[src/rtl/mem_arbiter.sv]
// mem_arbiter: shares one memory bus between instruction fetch (read-only)
// and the load/store unit (read/write).
//
// A requester holds its request until it sees its ack. The arbiter grants
// the bus to one requester at a time and routes mem_rdata/mem_ack back to
// the owner. A grant is never preempted and always ends on mem_ack, even if
// the requester has dropped its request. Each grant is followed by one
// mandatory IDLE cycle. Only state and last_grant are registered. All bus and
// requester outputs are decoded combinationally from state, so asserting
// reset_n low forces every output to zero at once.
//
// Optional feature, selected by the macro ARB_ROUND_ROBIN_EN:
//   defined   - simultaneous requests go to the requester not granted last
//               (LSU first after reset).
//   undefined - fixed priority: the LSU always wins simultaneous requests.
//               last_grant is still tracked but does not affect grants.

module mem_arbiter #(
    parameter int XLEN = 32
) (
    input  logic            clk,
    input  logic            reset_n,

    // Instruction fetch port (read-only)
    input  logic            ifu_re,
    input  logic [XLEN-1:0] ifu_addr,
    input  logic [3:0]      ifu_sel,
    output logic [XLEN-1:0] ifu_rdata,
    output logic            ifu_ack,

    // Load/store port
    input  logic            lsu_re,
    input  logic            lsu_we,
    input  logic [XLEN-1:0] lsu_addr,
    input  logic [3:0]      lsu_sel,
    input  logic [XLEN-1:0] lsu_wdata,
    output logic [XLEN-1:0] lsu_rdata,
    output logic            lsu_ack,

    // Shared memory bus
    output logic            mem_re,
    output logic            mem_we,
    output logic [XLEN-1:0] mem_addr,
    output logic [3:0]      mem_sel,
    output logic [XLEN-1:0] mem_wdata,
    input  logic [XLEN-1:0] mem_rdata,
    input  logic            mem_ack
);

    typedef enum logic [1:0] {
        IDLE    = 2'd0,
        GNT_IFU = 2'd1,
        GNT_LSU = 2'd2
    } state_t;

    typedef enum logic {
        OWN_IFU = 1'b0,
        OWN_LSU = 1'b1
    } owner_t;

    state_t state;
    owner_t last_grant;

    logic ifu_req;
    logic lsu_req;
    logic lsu_wins;

    assign ifu_req = ifu_re;
    assign lsu_req = lsu_re | lsu_we;

    // Tie-break used only when both requesters ask in the same IDLE cycle.
`ifdef ARB_ROUND_ROBIN_EN
    assign lsu_wins = (last_grant == OWN_IFU);
`else
    assign lsu_wins = 1'b1;
`endif

    // Grant FSM: choose an owner in IDLE, then hold the grant until mem_ack.
    // NOTE: sequential state uses non-blocking (<=) assignments, so every
    // register samples values from before the clock edge. Blocking
    // assignments here would let later statements see already-updated state.
    always_ff @(posedge clk or negedge reset_n) begin
        if (!reset_n) begin
            state      <= IDLE;
            last_grant <= OWN_IFU;
        end else begin
            last_grant <= last_grant;
            case (state)
                IDLE: begin
                    if (ifu_req && lsu_req) begin
                        state <= lsu_wins ? GNT_LSU : GNT_IFU;
                    end else if (lsu_req) begin
                        state <= GNT_LSU;
                    end else if (ifu_req) begin
                        state <= GNT_IFU;
                    end else begin
                        state <= IDLE;
                    end
                end
                GNT_IFU: begin
                    if (mem_ack) begin
                        state      <= IDLE;
                        last_grant <= OWN_IFU;
                    end
                end
                GNT_LSU: begin
                    if (mem_ack) begin
                        state      <= IDLE;
                        last_grant <= OWN_LSU;
                    end
                end
                default: begin
                    state <= IDLE;
                end
            endcase
        end
    end

    // Output decode: drive the bus from the owner and route rdata/ack back.
    // NOTE: every output gets a default before the case, so no path leaves an
    // output unassigned. An unassigned path would infer a latch.
    always_comb begin
        mem_re    = 1'b0;
        mem_we    = 1'b0;
        mem_addr  = '0;
        mem_sel   = 4'b0000;
        mem_wdata = '0;
        ifu_rdata = '0;
        ifu_ack   = 1'b0;
        lsu_rdata = '0;
        lsu_ack   = 1'b0;
        case (state)
            GNT_IFU: begin
                mem_re    = 1'b1;
                mem_addr  = ifu_addr;
                mem_sel   = ifu_sel;
                ifu_rdata = mem_rdata;
                ifu_ack   = mem_ack;
            end
            GNT_LSU: begin
                // A write takes precedence when lsu_re and lsu_we are both high.
                mem_we    = lsu_we;
                mem_re    = ~lsu_we;
                mem_addr  = lsu_addr;
                mem_sel   = lsu_sel;
                mem_wdata = lsu_wdata;
                lsu_rdata = mem_rdata;
                lsu_ack   = mem_ack;
            end
            default: begin
            end
        endcase
    end

endmodule

[config.mk]
export PLATFORM = sky130hd
export DESIGN_NAME = mem_arbiter
export DESIGN_NICKNAME = d
export VERILOG_FILES = /design/src/rtl/mem_arbiter.sv
export SDC_FILE = /design/constraint.sdc
export NUM_CORES = 1
export LEC_CHECK = 0
export BUFFER_PORTS_ARGS = -buffer_cell sky130_fd_sc_hd__buf_2
export CORE_AREA = 5 5 104 106
export DETAILED_ROUTE_END_ITERATION = 8
export DIE_AREA = 0 0 109 111
export PLACE_DENSITY_LB_ADDON = 0.08
export SETUP_SLACK_MARGIN = 0.3
export SLEW_MARGIN = 20
export SYNTH_ARGS = -nofsm -noshare
export SYNTH_HDL_FRONTEND = slang
export SYNTH_SLANG_ARGS = --single-unit
export TNS_END_PERCENT = 50
[constraint.sdc]
create_clock -name clk -period 1.2 [get_ports clk]
set_input_delay 0.06 -clock clk [delete_from_list [all_inputs] [get_ports clk]]
set_output_delay 0.06 -clock clk [all_outputs]
set_load 0.01 [all_outputs]
==> flow_summary.json <==
{
  "drc_errors": 0,
  "start_kind": "register",
  "cpPeakStageDelay_ps": 390,
  "io_buffers": 277,
  "synthCells": 209,
  "syn_to_final_growth_pct": 218,
  "htreeDepth": 1,
  "gr-total-overflow": 0,
  "switching_share_pct": 39.1,
  "internal_power_w": 0.00494,
  "rrSetupSlack_ps": -30,
  "share_comb_of_total_power_pct": 95.4,
  "clockPowerShare_pct": 3.2,
  "synth_cell_types": 16,
  "place_congestion": 0.808,
  "syn_area_um2": 1380,
  "diodes": 0,
  "yosysSeqAreaShare_pct": 3.64,
  "cp.buffers_inverters": 3,
  "crit_chain": "buf_4, ha_4, buf_12, a22oi_2, nor2b_4, buf_6",
  "post-route-min-period_ps": 1590,
  "clockBufferDepth": 2,
  "start_util_pct": 14.2,
  "die_x_um": 109,
  "hold_viol": 0,
  "fmax_mhz": 631,
  "cap_violations": 0,
  "drtIter0Drc": 107,
  "layout_common_cells": "buf_2, buf_6, and2_4",
  "final_common_cell": "buf_2",
  "root_buffer": "clkbuf_8",
  "finalNetCount": 637,
  "avgSynthCellArea_um2": 6.59,
  "worstSetupPathType": "register to primary output",
  "seq_area_um2": 50.0,
  "cts_tree": "built",
  "avgRoutedWirePerCell_um": 16.6,
  "critPathMaxFanout": 29,
  "peakVddDrop_uv": 1030,
  "preCtsSetupSlack_ps": -208,
  "num-fill-cells": 970,
  "crit_end": "mem_addr[6]",
  "reg2reg_from": "state[1]",
  "status": "finished, violations left",
  "p_switching_w": 0.00317,
  "regMostFlops": "state",
  "ys_warn_count": 0,
  "grt_pass1_vias": 2560,
  "fin_area_um2": 4370,
  "syn_nets": 354,
  "violations": "negative setup slack",
  "power.share.sequential_pct": 1.4,
  "rsz0062_at_grt": "yes",
  "setup_viol": 137,
  "power_leakage_nw": 2.27,
  "hpwlAfterDp_mm": 7.87,
  "clock_latency_ps": 210,
  "layout-drive-gt1-share_pct": 91.2,
  "largest_reg_flops": 2,
  "ys_ff_latch": 2,
  "die_area_um2": 12100,
  "arrival_ps": 1530,
  "path_clk_slew_ps": 30,
  "startpoint": "state[0]",
  "io_pins": 278,
  "multi_input_area_um2": 1790,
  "drt_wl_total_mm": 10.3,
  "grt_antenna_before_repair": 0,
  "path_delay_family": "buffers and inverters",
  "cts_buffers": 3,
  "crit_slowest_cell": "dfrtp_1",
  "worst_setup_path_end_kind": "primary output",
  "r2r-end": "state[1]",
  "holdCritPathClass": "input port to register",
  "die-height_um": 111,
  "largestRegisters": "state (2)",
  "clock_sinks": 2,
  "via_count": 2596,
  "ant_nets": 0,
  "power.density_nw_per_um2": 1850,
  "period_share_pct": 132,
  "crit_cells": 6,
  "final.setup_skew_ps": 2.06,
  "r2r_cells": 4,
  "worst-endpoint-required_ps": 1140,
  "grt_pass1_wl_mm": 14.0,
  "rows": 36,
  "vias_per_cell": 4.17,
  "grt_max_degree": 30,
  "dr.pass1.iters": 4,
  "worstMarginPinSlew_ps": 216,
  "dpl-instance-area_um2": 3460,
  "fin_ws_ps": -386,
  "relSlewSlack_pct": 85.5,
  "core_area_um2": 9680,
  "grt_usage_pct": 14.4,
  "drv_slew": 0
}
## cells in the mapped netlist
cell type   n  area [um^2]
o21ai_0     1         5.00
buf_2       8         40.0
clkbuf_2    6         30.0
nor2b_1    38          238
o21a_1      1         7.51
nand2_1     1         3.75
clkbuf_1    7         26.3
buf_4       2         15.0
a22oi_1    36          270
ha_1        3         37.5
inv_1       2         7.51
mux2i_1     1         10.0
o41ai_1     1         8.76
and2_1     99          619
nand3b_1    1         7.51
dfrtp_1     2         50.1
## final cells by class
class / instances / area share, %
repair buffers: 301 / 52.9
multi-input cells: 182 / 41.0
well taps: 133 / 3.81
flip-flops and latches: 2 / 1.14
clock buffers: 3 / 0.944
inverters: 2 / 0.172
## worst min-delay path by stage
stage          slack, ps     from  depth (start not counted)        to
6_report              60   lsu_re                          2  state[0]
2_1_floorplan       -240  reset_n                          0  state[0]
3_5_place_dp        -150  reset_n                          1  state[0]
4_1_cts               60   lsu_re                          2  state[0]
3_3_place_gp        -150  reset_n                          1  state[1]
5_1_grt               60   lsu_re                          2  state[0]
## through the flow
step                      power, W  utilization (%)  cells  hold WS [ps]  setup TNS, ps
after floorplan            0.00387                -    209          -236           -261
final                      0.00811             45.1    623          57.7         -40740
after CTS                  0.00687             40.3    615          56.0         -43160
after global routing       0.00860             45.1    623          55.5         -48950
after detailed placement   0.00557             35.7    607          -151         -13870
after global placement     0.00558             35.7    607          -150         -12540
## power groups by stage
stage | Sequential [W] | Clock [W] | Combinational [W]
2_1_floorplan | 0.000114 | 0 | 0.00376
3_3_place_gp | 0.000119 | 0 | 0.00546
3_5_place_dp | 0.000118 | 0 | 0.00545
4_1_cts | 0.000115 | 0.000269 | 0.00648
5_1_grt | 0.000116 | 0.000273 | 0.00821
6_report | 0.000114 | 0.000259 | 0.00774
## metal layers
metal | GRT usage (%) | part of all wire, % | vias up
met5 | 0 | 0 | -
met4 | 1.68 | 1.3 | 0
met3 | 2.68 | 8.9 | 12
met2 | 30.1 | 56 | 140
met1 | 14.5 | 33 | 1196
li1 | - | - | 1248
## logic make-up after synthesis
family / count (synthesis) / share of synthesized area, %
compound gates: 39 / 21.2
mux: 1 / 0.727
fa+ha+maj: 3 / 2.73
simple gates: 139 / 63.1
flops: 2 / 3.64
buf+inv: 25 / 8.64
## timing repair
action                                  4_1_cts  5_1_grt
endpoints found under the setup margin      138      138
hold endpoints to repair                      2        0
cloned                                        2        6
setup buffers                                 2        2
resized for setup                            60       72
hold buffers                                  1        0
pin swaps                                     3        3
(Power assumes the default switching activity.)
